## config.mk

```make
export PLATFORM = sky130hd
export DESIGN_NAME = osc_phase_accum
export DESIGN_NICKNAME = d
export VERILOG_FILES = /design/src/rtl/osc_phase_accum.sv
export SDC_FILE = /design/constraint.sdc
export NUM_CORES = 1
export LEC_CHECK = 0
export BUFFER_PORTS_ARGS = -buffer_cell sky130_fd_sc_hd__buf_4
export CELL_PAD_IN_SITES_DETAIL_PLACEMENT = 1
export CELL_PAD_IN_SITES_GLOBAL_PLACEMENT = 1
export CORE_ASPECT_RATIO = 0.5
export CORE_UTILIZATION = 60
export CTS_CLUSTER_SIZE = 20
export DETAILED_ROUTE_END_ITERATION = 16
export GPL_ROUTABILITY_DRIVEN = 1
export MAX_ROUTING_LAYER = met4
export PLACE_DENSITY_LB_ADDON = 0.15
export SYNTH_ARGS = -nofsm -noshare
export SYNTH_HDL_FRONTEND = slang
export SYNTH_SLANG_ARGS = --single-unit
```

## constraint.sdc

```tcl
create_clock -name const_clk -period 8.8 [get_ports const_clk]
set_clock_uncertainty 0.15 [all_clocks]
set_input_delay 0.44 -clock const_clk [delete_from_list [all_inputs] [get_ports const_clk]]
set_output_delay 0.44 -clock const_clk [all_outputs]
set_load 0.01 [all_outputs]
```

## src/rtl/osc_phase_accum.sv

```systemverilog
// Time-multiplexed per-(voice,osc) phase accumulator with note-on restart
// and per-voice hard sync to oscillator 0.
module osc_phase_accum #(
    parameter int VOICES   = 8,
    parameter int V_OSC    = 4,
    parameter int V_WIDTH  = 3,
    parameter int O_WIDTH  = 2,
    parameter int OE_WIDTH = 1,
    parameter int E_WIDTH  = O_WIDTH + OE_WIDTH,
    parameter int ACC_W    = 32,
    parameter int OUT_W    = 16
) (
    input  logic                       const_clk,
    input  logic                       reset_reg_N,
    input  logic [V_WIDTH+E_WIDTH-1:0] xxxx,
    input  logic [23:0]                osc_pitch_val,
    input  logic                       pitch_valid,
    input  logic                       note_on,
    input  logic [V_WIDTH-1:0]         key_adr,
    input  logic [V_OSC-1:0]           sync_mask,
    output logic [OUT_W-1:0]           phase_out,
    output logic [V_WIDTH-1:0]         phase_vx,
    output logic [O_WIDTH-1:0]         phase_ox,
    output logic                       phase_wrap,
    output logic                       phase_valid
);

    localparam int SLOTS = VOICES * V_OSC;
    localparam int A_W   = V_WIDTH + O_WIDTH;

    logic [V_WIDTH-1:0] in_vx;
    logic [O_WIDTH-1:0] in_ox;
    logic [A_W-1:0]     in_addr;

    logic               s1_valid;
    logic [V_WIDTH-1:0] s1_vx;
    logic [O_WIDTH-1:0] s1_ox;
    logic [ACC_W-1:0]   s1_inc;
    logic [A_W-1:0]     s1_addr;

    logic [ACC_W-1:0]   ram [SLOTS];
    logic [ACC_W-1:0]   ram_q;

    logic               w_valid;
    logic [A_W-1:0]     w_addr;
    logic [ACC_W-1:0]   w_data;

    logic [SLOTS-1:0]   clr;
    logic [SLOTS-1:0]   clr_nxt;
    logic [VOICES-1:0]  sync_pend;

    logic               clr_hit;
    logic               sync_hit;
    logic               fwd_hit;
    logic               wr_en;
    logic [ACC_W-1:0]   base;
    logic [ACC_W-1:0]   sum;
    logic               carry;
    logic               unused_bits;

    assign in_vx   = xxxx[V_WIDTH+E_WIDTH-1:E_WIDTH];
    assign in_ox   = xxxx[E_WIDTH-1:OE_WIDTH];
    assign in_addr = {in_vx, in_ox};
    assign s1_addr = {s1_vx, s1_ox};
    assign unused_bits = ^{xxxx[OE_WIDTH-1:0], sync_mask[0]};

    always_ff @(posedge const_clk) begin
        if (!reset_reg_N) begin
            s1_valid <= 1'b0;
        end else begin
            s1_valid <= pitch_valid;
        end
        if (pitch_valid) begin
            s1_vx  <= in_vx;
            s1_ox  <= in_ox;
            s1_inc <= ACC_W'(osc_pitch_val);
        end
    end

    // Read-before-write RAM; the forward path covers the one-cycle hazard.
    always_ff @(posedge const_clk) begin
        if (pitch_valid) begin
            ram_q <= ram[in_addr];
        end
        if (wr_en) begin
            ram[s1_addr] <= sum;
        end
    end

    assign wr_en    = s1_valid & reset_reg_N;
    assign clr_hit  = clr[s1_addr];
    assign sync_hit = (s1_ox != '0) && sync_mask[s1_ox]
                      && sync_pend[s1_vx];
    assign fwd_hit  = w_valid && (w_addr == s1_addr);

    always_comb begin
        base = ram_q;
        if (clr_hit) begin
            base = '0;
        end else if (sync_hit) begin
            base = '0;
        end else if (fwd_hit) begin
            base = w_data;
        end
    end

    assign {carry, sum} = {1'b0, base} + {1'b0, s1_inc};

    // A restart request arriving with the clear of the same bit wins.
    always_comb begin
        clr_nxt = clr;
        if (s1_valid) begin
            clr_nxt[s1_addr] = 1'b0;
        end
        if (note_on) begin
            for (int i = 0; i < V_OSC; i++) begin
                clr_nxt[{key_adr, O_WIDTH'(i)}] = 1'b1;
            end
        end
    end

    always_ff @(posedge const_clk) begin
        if (!reset_reg_N) begin
            clr       <= '1;
            sync_pend <= '0;
            w_valid   <= 1'b0;
        end else begin
            clr     <= clr_nxt;
            w_valid <= s1_valid;
            if (s1_valid && s1_ox == '0) begin
                sync_pend[s1_vx] <= carry;
            end
        end
        w_addr <= s1_addr;
        w_data <= sum;
    end

    always_ff @(posedge const_clk) begin
        if (!reset_reg_N) begin
            phase_out   <= '0;
            phase_vx    <= '0;
            phase_ox    <= '0;
            phase_wrap  <= 1'b0;
            phase_valid <= 1'b0;
        end else begin
            phase_valid <= s1_valid;
            if (s1_valid) begin
                phase_out  <= sum[ACC_W-1 -: OUT_W];
                phase_vx   <= s1_vx;
                phase_ox   <= s1_ox;
                phase_wrap <= carry;
            end
        end
    end

endmodule

```

* Yosys cells after proc, flatten, opt, wreduce, memory -nomap -nowiden
Memories as Yosys holds them, arrays and structs flattened. A register that Yosys moved wholly into a read port is not among the register bits.
Index checks and enable logic that the tools add are counted.
** Operators by class
- Eq/ne operators :: 1
- Muxes and demuxes :: 26
- Shifts and indexed selects :: 0
- Reductions and logical operators :: 12
- Add/subtract/negate cells :: 1
- Divide/modulo/power cells :: 0
- Bitwise operators :: 7
- $lt $le $gt $ge :: 13
- Multiply operators :: 0
** Operators by type and width (number)
- two-way mux 32 bit :: 5
- adder 32 x 24 -> 33 bit :: 1
- bitwise AND 32 bit :: 1
- inverter 32 bit :: 1
- bitwise OR 32 x 29 -> 32 bit :: 1
- bitwise OR 32 x 30 -> 32 bit :: 1
- bitwise OR 32 x 31 -> 32 bit :: 1
- bitwise OR 32 bit :: 1
- less-than comparator 5 x 6 -> 1 bit, second input constant :: 5
- >= comparator 5 x 1 -> 1 bit, second input constant :: 5
- demux 1 bit (select 3 bit) :: 5
- two-way mux 1 bit :: 11
- logical AND 1 bit :: 10
- bitwise mux 8 bit :: 1
- binary-select mux 1 bit (select 5 bit) :: 1
- demux 1 bit (select 5 bit) :: 1
- == test 5 bit :: 1
- less-than comparator 3 x 4 -> 1 bit, second input constant :: 1
- binary-select mux 1 bit (select 3 bit) :: 1
- >= comparator 3 x 1 -> 1 bit, second input constant :: 1
- less-than comparator 2 x 3 -> 1 bit, second input constant :: 1
- binary-select mux 1 bit (select 2 bit) :: 1
- logical NOT 2 bit :: 1
- nonzero test 2 bit :: 1
- bitwise AND 1 bit :: 1
** Storage, ports and cells
- Input port bits :: 41
- Bits in latches :: 0
- Memory bits (writable) :: 1024
- Word-level logic and storage cells :: 74
- ROM bits :: 0
- Register bits after elaboration :: 130
- Memories kept :: 1
** Memories
- ram :: words 32, bits a word 32, read ports 1, clocked after memory_dff 1, wr ports 1, line 41 : logic [ACC_W-1:0] ram [SLOTS];

* Longest topological paths before layout
Gate-level depths: netlist of run 1.
- Depth in word-level cells :: 12
- Mapped depth :: 20

* Least setup slack after synthesis of run 1
OpenSTA, ideal clock, no wires.
- Path kind :: reg2reg
- From :: register s1_vx[2]
- To :: memory ram[0][29] (data pin)
- Setup slack :: 3.300 ns
- Period minus slack after synthesis :: 5.500 ns
- Buffers on the path :: 4
- Data arrival time :: 4.899 ns
- Cell stages (with the launch flop) :: 20
- Cell sequence :: edfxtp_1 > or3b_2 > buf_2 > o22ai_1 > nor2_1 > and3_1 > o22ai_2 > buf_2 > buf_2 > buf_2 > a21oi_1 > ha_1 > and3_1 > nand4_1 > a21oi_1 > o211ai_1 > nand4_1 > nand2_1 > o21a_1 > nor3_1
** Between the ends
- Cells in the longest elaborated chain, start to end :: 6
- Elaborated cells between the ends (all ways) :: 11
** Ends and longest elaborated chain
- start: declaration :: line 36 : logic [V_WIDTH-1:0] s1_vx;
- start signal: assignment :: line 74 : s1_vx <= in_vx;
- binary-select mux 1 bit (select 3 bit) or == test 5 bit (tied branches) :: line 93, 94
- two-way mux 1 bit (not written as such) or logical AND 1 bit (tied branches) :: line 93, 94
- logical AND 1 bit or two-way mux 32 bit (tied branches) :: line 93, 102
- two-way mux 32 bit :: line 100 : end else if (sync_hit) begin
- two-way mux 32 bit * :: line 98 : if (clr_hit) begin
- adder 32 x 24 -> 33 bit * :: line 107 : assign {carry, sum} = {1'b0, base} + {1'b0, s1_inc};
- net sum[29] :: line 57 : logic [ACC_W-1:0] sum;
- end: declaration :: line 41
The timed path passes the listed nets; every way through them passes the cells marked *. The select of a mux whose other input is x is not followed.

* Worst setup path in the final report of run 1
- From :: register s1_vx[2]
- To :: memory ram[18][28] (data pin)
Same word-level chain as after synthesis.

==> impl_results.md, run 1 <==
* Outcome: finished clean
* GP Congestion at 0.795
* Vias in the first global route at 24,300
* Hold Path Stages at 5
* # rows at 71
* Critical path cell sequence: or3b_1 > o22ai_1 > nor2_1 > and3_1 > o22ai_4 > buf_4 > a21oi_1 > ha_1 > a211oi_1 > o21ai_0 > a221oi_1 > nand2_1 > a31oi_1 > nor3_1 > xor2_2
* Synthesis-to-layout area growth at 12.6%
* DR iter-0 viols at 3,264
* Worst-path clk slew at 0.07 ns
* CTS H-tree lvls at 3
* DIE HEIGHT at 198 um
* Slowest Stage Delay on Critical Path at 1.13 ns
* Crit path capture type: flip-flop
* Final nets at 2,420
* Total congestion overflow at 0
* Netlist cell types at 65
* Clock buffer depth at 3
* Global-route wire length before repair at 175,000 um
* Pre-antenna DRT Iters at 6
* YS warnings at 0
* Final Critical Period at 7.37 ns
* R2r endpoint: ram[18][28]
* Worst skew pair latency at 0.73 ns
* Crit Path Max Fanout at 40
* Final Setup Violations at 0
* Synth top area share at 0.708
* DP Worst Slack at 1.79 ns
* Leakage Power at 16.8 nW
* Worst r2r path cells at 15
* CP arrival at 7.51 ns
* Critical path data required time at 8.94 ns
* Max Cap Violations at 0
* Register area share after synthesis at 0.752
* Final hold vios at 0
* Overall power at 12.4 mW
* Switching Fraction at 0.236
* IO Port Bufs at 61
* Final Cycle Share at 0.837
* Vias per cell at 6.91
* Post-Syn Area per Cell at 20.7 um2
* HP Class: in2reg
* Delay-heaviest family, CP: compound AO/OA/AOI/OAI gates
* Fraction of registers with async set/reset at 0
* Yosys reg bits at 1,186
* Internal power at 9.51 mW
* Least-Margin Pin Slew at 1.42 ns
* Setup WS post-layout at 1.43 ns
* Detailed Place HPWL at 60,100 um
* Register share of total power at 0.540
* CTS Sinks at 1,186
* Multi-input combinational cell area at 11,400 um2
* Vias at 23,900
* Ys flop type: edfxtp_1
* Total Wirelength at 124,000 um
* Initial antenna violation count at 0
* R2R setup slack at 1.43 ns
* Synth Instances at 2,220
* Cell taking the most area after synthesis: edfxtp_1
* Largest net degree at the start of global routing at 108
* Core Footprint at 75,500 um2
* Hold Crit Endpoint: clr[9]
* NetSw at 2.94 mW
* Reg area at 34,600 um2
* Logic pwr share at 0.093
* Max-slew violations at 0
* Clock power share at 0.367
* Reg2reg start: s1_vx[2]
* Per-cell routed wire length at 35.8 um
* Number of fill cells at 5,934
* ANT cells at 0
* Die width at 394 um
* CTS Buf Count at 100
* Post-synth EDFFs at 1,085
* Hold_sp: note_on
* Max VDD drop at 192 uV
* Gr usage total at 0.335
* Power per cell area at 240 nW/um2
* Buf/Inv on CP at 1
* Fmax at 136 MHz
* Syn nets at 2,286
* Mapped Area at 46,000 um2
* I/O pin cnt at 64
* Starting Density at 0.610
* Synth top area cells: edfxtp_1, mux4_2, dfxtp_1
* Share of layout cells above drive strength 1 at 0.288
* CTS root buf: clkbuf_16
* Die area at 77,900 um2
* Kind of critical path: reg2reg
* TNS Setup at 0 ns
* RSZ-0062 raised after global routing: no
* Setup crit start kind: flip-flop
* Max_slew headroom at 0.0498
* CTS tree: yes
* Slowest stage cell, crit path: xor2_2
* Drt drc at 0
* Routed Antenna Nets at 0
## worst reg2reg max path: cells and delay by family, from the launching register on
family          cells  cell delay, ns
compound gates      7            2.48
simple gates        5            1.48
xor+xnor            1            1.13
flops               1            0.74
buf+inv             1            0.53
fa+ha+maj           1            0.44
## per-stage QoR
step / util / instance area, um2 / hold slack (ns) / std cells
after floorplan: - / 46000 / 0.199 / 2220
after global placement: 0.638 / 48200 / 0.249 / 3246
after detailed placement: 0.638 / 48200 / 0.276 / 3246
after CTS: 0.686 / 51800 / 0.0140 / 3461
after global routing: 0.687 / 51900 / 0.0777 / 3463
final: 0.687 / 51900 / 0.0666 / 3463
## kinds of logic after synthesis
family / synth area share
adders and majority gates: 0.00696
and+or+nand+nor: 0.0329
xor gates and xnor gates: 0.00552
buffers and inverters: 0.0104
DFF: 0.752
muxes: 0.172
AOI/OAI and AO/OA: 0.0211
## cells in the mapped netlist (all sizes together) (11+ instances only)
library cell and n:
xnor2 19, mux2 35, ha 24, nand2b 16, nand2 125, mux4 320
edfxtp 1085, mux2i 30, nand3 26, nor3 11, nor2 79, o21ai 51
dfxtp 101, clkbuf 65, buf 46, a21oi 48
## area by class of cell
cell class                 count  share of cell area
clock buffer                 136              0.0548
tap                         1022              0.0247
multi-input combinational    917               0.221
inverter                       6            0.000434
sequential                  1186               0.667
clock inverter                53             0.00924
timing repair buffer         143              0.0230
## metal layers
metal / up-vias / wire length (um) / track usage
met5: - / 0 / -
met4: 0 / 2970 / 0.0922
met3: 197 / 13900 / 0.0737
met2: 1595 / 58300 / 0.504
met1: 12700 / 48700 / 0.472
li1: 9415 / - / -
## cells in the final DEF (no fill, tap or decap), types with 6 or more instances in the layout
cell and count:
a21o_1 7, a21oi_1 48, a31oi_1 7, buf_4 111, bufinv_16 7, clkbuf_1 19
clkbuf_16 103, clkbuf_8 14, clkinv_1 13, clkinv_2 21, dfxtp_1 101, dlygate4sd3_1 26
edfxtp_1 1085, ha_1 24, inv_1 6, mux2_2 35, mux2i_1 30, mux4_2 320
nand2_1 125, nand2b_1 16, nand3_1 24, nand3b_1 8, nand4_1 8, nor2_1 47
nor2_4 32, nor2b_1 8, nor3_1 10, o21ai_0 50, o22ai_1 7, xnor2_2 13
xor2_2 6
## power groups by stage
stage | registers (mW) | clock network, mW | logic, mW
CTS | 6.72 | 4.60 | 1.12
finish | 6.72 | 4.57 | 1.15
floorplan | 6.82 | 0 | 0.685
global route | 6.73 | 4.78 | 1.23
detailed placement | 6.84 | 0 | 1.10
global placement | 6.83 | 0 | 1.03
## flip-flops by register name, indices dropped and copies added (netlist names)
signal / count
clr: 32
phase_out: 16
phase_ox: 2
phase_valid: 1
phase_vx: 3
phase_wrap: 1
ram: 1024
ram_q: 32
s1_inc: 24
s1_ox: 2
s1_valid: 1
s1_vx: 3
sync_pend: 8
w_addr: 5
w_data: 32
## how the worst max path moves through the flow
stage / start / end / slack [ns] / depth (start not counted)
4_1_cts: s1_vx[2] / ram[18][28] / 1.73 / 15
5_1_grt: s1_vx[1] / ram[18][28] / 1.17 / 15
3_5_place_dp: s1_vx[1] / ram[4][28] / 1.79 / 15
2_1_floorplan: s1_vx[2] / ram[0][29] / 3.30 / 19
3_3_place_gp: s1_vx[2] / ram[0][28] / 2.12 / 15
6_report: s1_vx[2] / ram[18][28] / 1.43 / 15
## repair_timing
action                                  4_1_cts  5_1_grt
hold endpoints to repair                     34        0
endpoints found under the setup margin        0        0
setup buffers                                 0        0
resized for setup                             0        0
hold buffers                                 26        0
Power figures use the tool's default switching activity.
==> run 2, diff against run 1 <==
--- a/config.mk
+++ b/config.mk
@@ -5,11 +5,12 @@
 export SDC_FILE = /design/constraint.sdc
 export NUM_CORES = 1
 export LEC_CHECK = 0
+export ABC_AREA = 1
 export BUFFER_PORTS_ARGS = -buffer_cell sky130_fd_sc_hd__buf_4
 export CELL_PAD_IN_SITES_DETAIL_PLACEMENT = 1
 export CELL_PAD_IN_SITES_GLOBAL_PLACEMENT = 1
 export CORE_ASPECT_RATIO = 0.5
-export CORE_UTILIZATION = 60
+export CORE_UTILIZATION = 52
 export CTS_CLUSTER_SIZE = 20
 export DETAILED_ROUTE_END_ITERATION = 16
 export GPL_ROUTABILITY_DRIVEN = 1
==> constraint.sdc (replaced) <==
create_clock -name const_clk -period 6.8 [get_ports const_clk]
set_clock_uncertainty 0.15 [all_clocks]
set_input_delay 0.34 -clock const_clk [delete_from_list [all_inputs] [get_ports const_clk]]
set_output_delay 0.34 -clock const_clk [all_outputs]
set_load 0.01 [all_outputs]
==> run 2 against run 1 <==
  * Core utilization shrank 9.3 points
  * Cell count grew 46%
  * Synthesized cell count grew 69%
  * Critical endpoint is now ram[17][26]
  * Count of clock-buffer cells in the layout shrank 7
  * Register-to-register slack lost 0.62 ns
  * Critical path depth grew 5
  * Design area grew 1.9%
  * Global-route usage grew 0.94 points
  * Maximum frequency grew 23%
  * Sequential power grew 33%
  * Worst setup slack lost 0.62 ns
  * Largest cell class unchanged
  * First-iteration DRC count grew 32%
==> impl_results.md, run 2 <==
* Post-synth EDFFs at 1,085 (unchanged)
* CTS Sinks at 1,186 (unchanged)
* Cell taking the most area after synthesis: edfxtp_1
* Clock buffer depth at 3 (unchanged)
* Share of layout cells above drive strength 1 at 0.0940 (-0.194)
* Most numerous cell on the critical path: nand2_1
* Max reg flops at 1,024 (unchanged)
* CTS Buf Count at 101 (+1.0%)
* CP arrival at 6.17 ns (-1.34 ns)
* Ys flop type: edfxtp_1
* Final hold vios at 0 (unchanged)
* IO Port Bufs at 61 (unchanged)
* I/O pin cnt at 64 (unchanged)
* DP Worst Slack at 1.20 ns (-0.582 ns)
* Power per cell area at 321 nW/um2 (+34%)
* Drt drc at 0 (unchanged)
* Final nets at 3,852 (+59%)
* Commonest cells in the synthesized netlist: edfxtp_1, nor2_1, o21ai_0, nand2_1, clkbuf_1
* Fmax at 167 MHz (+23%)
* CTS root buf: clkbuf_16
* Yosys reg bits at 1,186 (unchanged)
* Placed instance count at 4,836 (+49%)
* Register area share after synthesis at 0.735 (-0.0164)
* Starting Density at 0.529 (-0.0810)
* Final Setup Violations at 0 (unchanged)
* Max-slew violations at 0 (unchanged)
* DR iter-0 viols at 4,311 (+32%)
* Per-cell routed wire length at 30.4 um (-15%)
* Syn nets at 3,816 (+67%)
* Final Cycle Share at 0.880 (+0.0434)
* Detailed Place HPWL at 80,900 um (+35%)
* XOR/XNOR Fraction of Synth Area at 0.00428 (-0.00124)
* Synth top area share at 0.692 (-0.0154)
* Critical path cell sequence: inv_2 > nand2_1 > nand2_1 > nor2_2 > nand3_2 > inv_2 > nand2_1 > a21oi_1 > ha_1 > fa_1 > nand3_1 > nand2_1 > nand3_1 > nand2_1 > nand4_1 > nand3_1 > nand3_1 > nand2_1 > nand2_1 > nand2_1
* Largest net degree at the start of global routing at 175 (+62%)
* Resized cells post-CTS at 0 (unchanged)
* Die area at 91,800 um2 (+18%)
* Pre-antenna DRT Iters at 6 (unchanged)
* Worst-path clk slew at 0.07 ns (about the same)
* Register share of total power at 0.529 (-0.011)
* Clock power share at 0.350 (-0.017)
* Total congestion overflow at 0 (unchanged)
* RSZ-0062 raised after global routing: no
* Biggest register: ram
* Crit path capture type: flip-flop
* Internal power at 12.6 mW (+32%)
* Routed Antenna Nets at 0 (unchanged)
* GP Congestion at 0.903 (+14%)
* DIE HEIGHT at 215 um (+8.5%)
* Max_slew headroom at 0.0856 (+0.0358)
* Mapped Area at 47,100 um2 (+2.2%)
* Multiplexer share of the synthesized area at 0 (-0.172)
* Netlist cell types at 39 (-40%)
* Vias in the first global route at 33,500 (+38%)
* Synth Area in Simple Gates at 0.0995 (+0.0666)
* Compound-gate portion of the synthesized area at 0.127 (+0.106)
* Post-layout util at 0.593 (-0.0932)
* Critical path data required time at 6.99 ns (-1.95 ns)
* Logic pwr share at 0.121 (+0.028)
* Crit Path Max Fanout at 34 (-15%)
* YS warnings at 0 (unchanged)
* HP Class: in2reg
* Setup crit start kind: flip-flop
* Kind of critical path: reg2reg
* TNS Setup at 0 ns (unchanged)
* Fraction of registers with async set/reset at 0 (unchanged)
* Total Wirelength at 154,000 um (+24%)
* # rows at 77 (+8.5%)
* CTS H-tree lvls at 3 (unchanged)
* Initial antenna violation count at 2 (+2)
* Slowest stage cell, crit path: nand2_1
* Commonest non-fill, non-tap cell in the layout: edfxtp_1
* Synth Instances at 3,750 (+69%)
* Most frequent cells in the layout: edfxtp_1, nor2_1, o21ai_0
* Post-Syn Area per Cell at 12.6 um2 (-39%)
* Switching Fraction at 0.258 (+0.0224)
* Global-route wire length before repair at 221,000 um (+26%)
* Least-Margin Pin Slew at 1.37 ns (-0.0536 ns)
* Final Critical Period at 5.99 ns (-1.38 ns)
* Setup WS post-layout at 0.813 ns (-0.621 ns)
* Non-Filler Instances at 5,057 (+46%)
* Leakage Power at 17.8 nW (+5.8%)
* Slowest Stage Delay on Critical Path at 0.82 ns (-0.31 ns)
* Core Footprint at 89,000 um2 (+18%)
* Largest family of logic cells by synthesized area: compound AO/OA/AOI/OAI gates
* Max Cap Violations at 0 (unchanged)
* Max VDD drop at 194 uV (+1.2%)
* Outcome: finished clean
* Most frequent cell after synthesis: edfxtp_1
* Synthesis-to-layout area growth at 12.2%
* Overall power at 17.0 mW (+36%)
* Die width at 427 um (+8.6%)
* Gr usage total at 0.344 (+0.00940)
* Vias at 32,900 (+38%)
* Worst skew pair latency at 0.72 ns (about the same)
* Synth Area in Adders at 0.00680 (-0.000152)
* Synth top area cells: edfxtp_1, o21ai_0, nor2_1
* CTS tree: yes
* Vias per cell at 6.51 (-5.7%)
* NetSw at 4.38 mW (+49%)
## run 2: stage by stage
stage               hold slack, ns  area [um2]
floorplan                    0.199       47100
global placement             0.283       49200
detailed placement           0.284       49200
CTS                        0.00947       52800
global route                0.0722       52800
finish                      0.0439       52800
## run 2: worst max-delay path: cells and delay by family (launching register included)
kind            cells  cell delay, ns
simple gates       15            2.94
flops               1            0.79
fa+ha+maj           2            0.66
compound gates      1            0.23
buf+inv             2            0.77
## run 2: cell families (layout without fill, tap and decap cells)
group                    Yosys count  count (layout)
XOR/XNOR                          23              23
adder cells (fa/ha/maj)           25              25
AO/OA/AOI/OAI                    999             999
AND/OR/NAND/NOR                 1181            1181
flip-flops                      1186            1186
buffers and inverters            336             457
other                              0               1
## run 2: cell type report
| class | instances | area (um2) |
|---|---|---|
| clock inverter | 59 | 598 |
| multi-input combinational | 2228 | 11600 |
| clock buffer | 129 | 2690 |
| antenna | 1 | 2.50 |
| sequential | 1186 | 34600 |
| fill | 8728 | 36200 |
| inverter | 94 | 374 |
| timing repair buffer | 175 | 1480 |
| tap | 1185 | 1480 |
## run 2: power groups by stage
stage | clock [mW] | combinational (mW) | sequential (mW)
after floorplan | 0 | 1.10 | 9.10
after global placement | 0 | 1.88 | 9.10
after detailed placement | 0 | 1.97 | 9.11
after CTS | 5.97 | 2.00 | 8.96
after global routing | 6.21 | 2.19 | 8.97
final | 5.94 | 2.05 | 8.96
## run 2: path summary, 6_finish.rpt
check        startpoint     endpoint  slack (ns)  depth (start not counted)
max reg2reg    s1_ox[1]  ram[17][26]        0.81                         20
min reg2reg      clr[4]       clr[4]        0.30                          2
max            s1_ox[1]  ram[17][26]        0.81                         20
min             xxxx[1]     s1_ox[0]        0.04                          1
## run 2: layer usage
layer / GRT usage / wire, um
met1: 0.474 / 63900
met2: 0.527 / 71300
met3: 0.0624 / 14200
met4: 0.101 / 4610
met5: - / 0
## run 2: repair_timing
action,4_1_cts,5_1_grt
endpoints found under the hold margin,75,0
hold buffers,32,0
buffers inserted,0,0
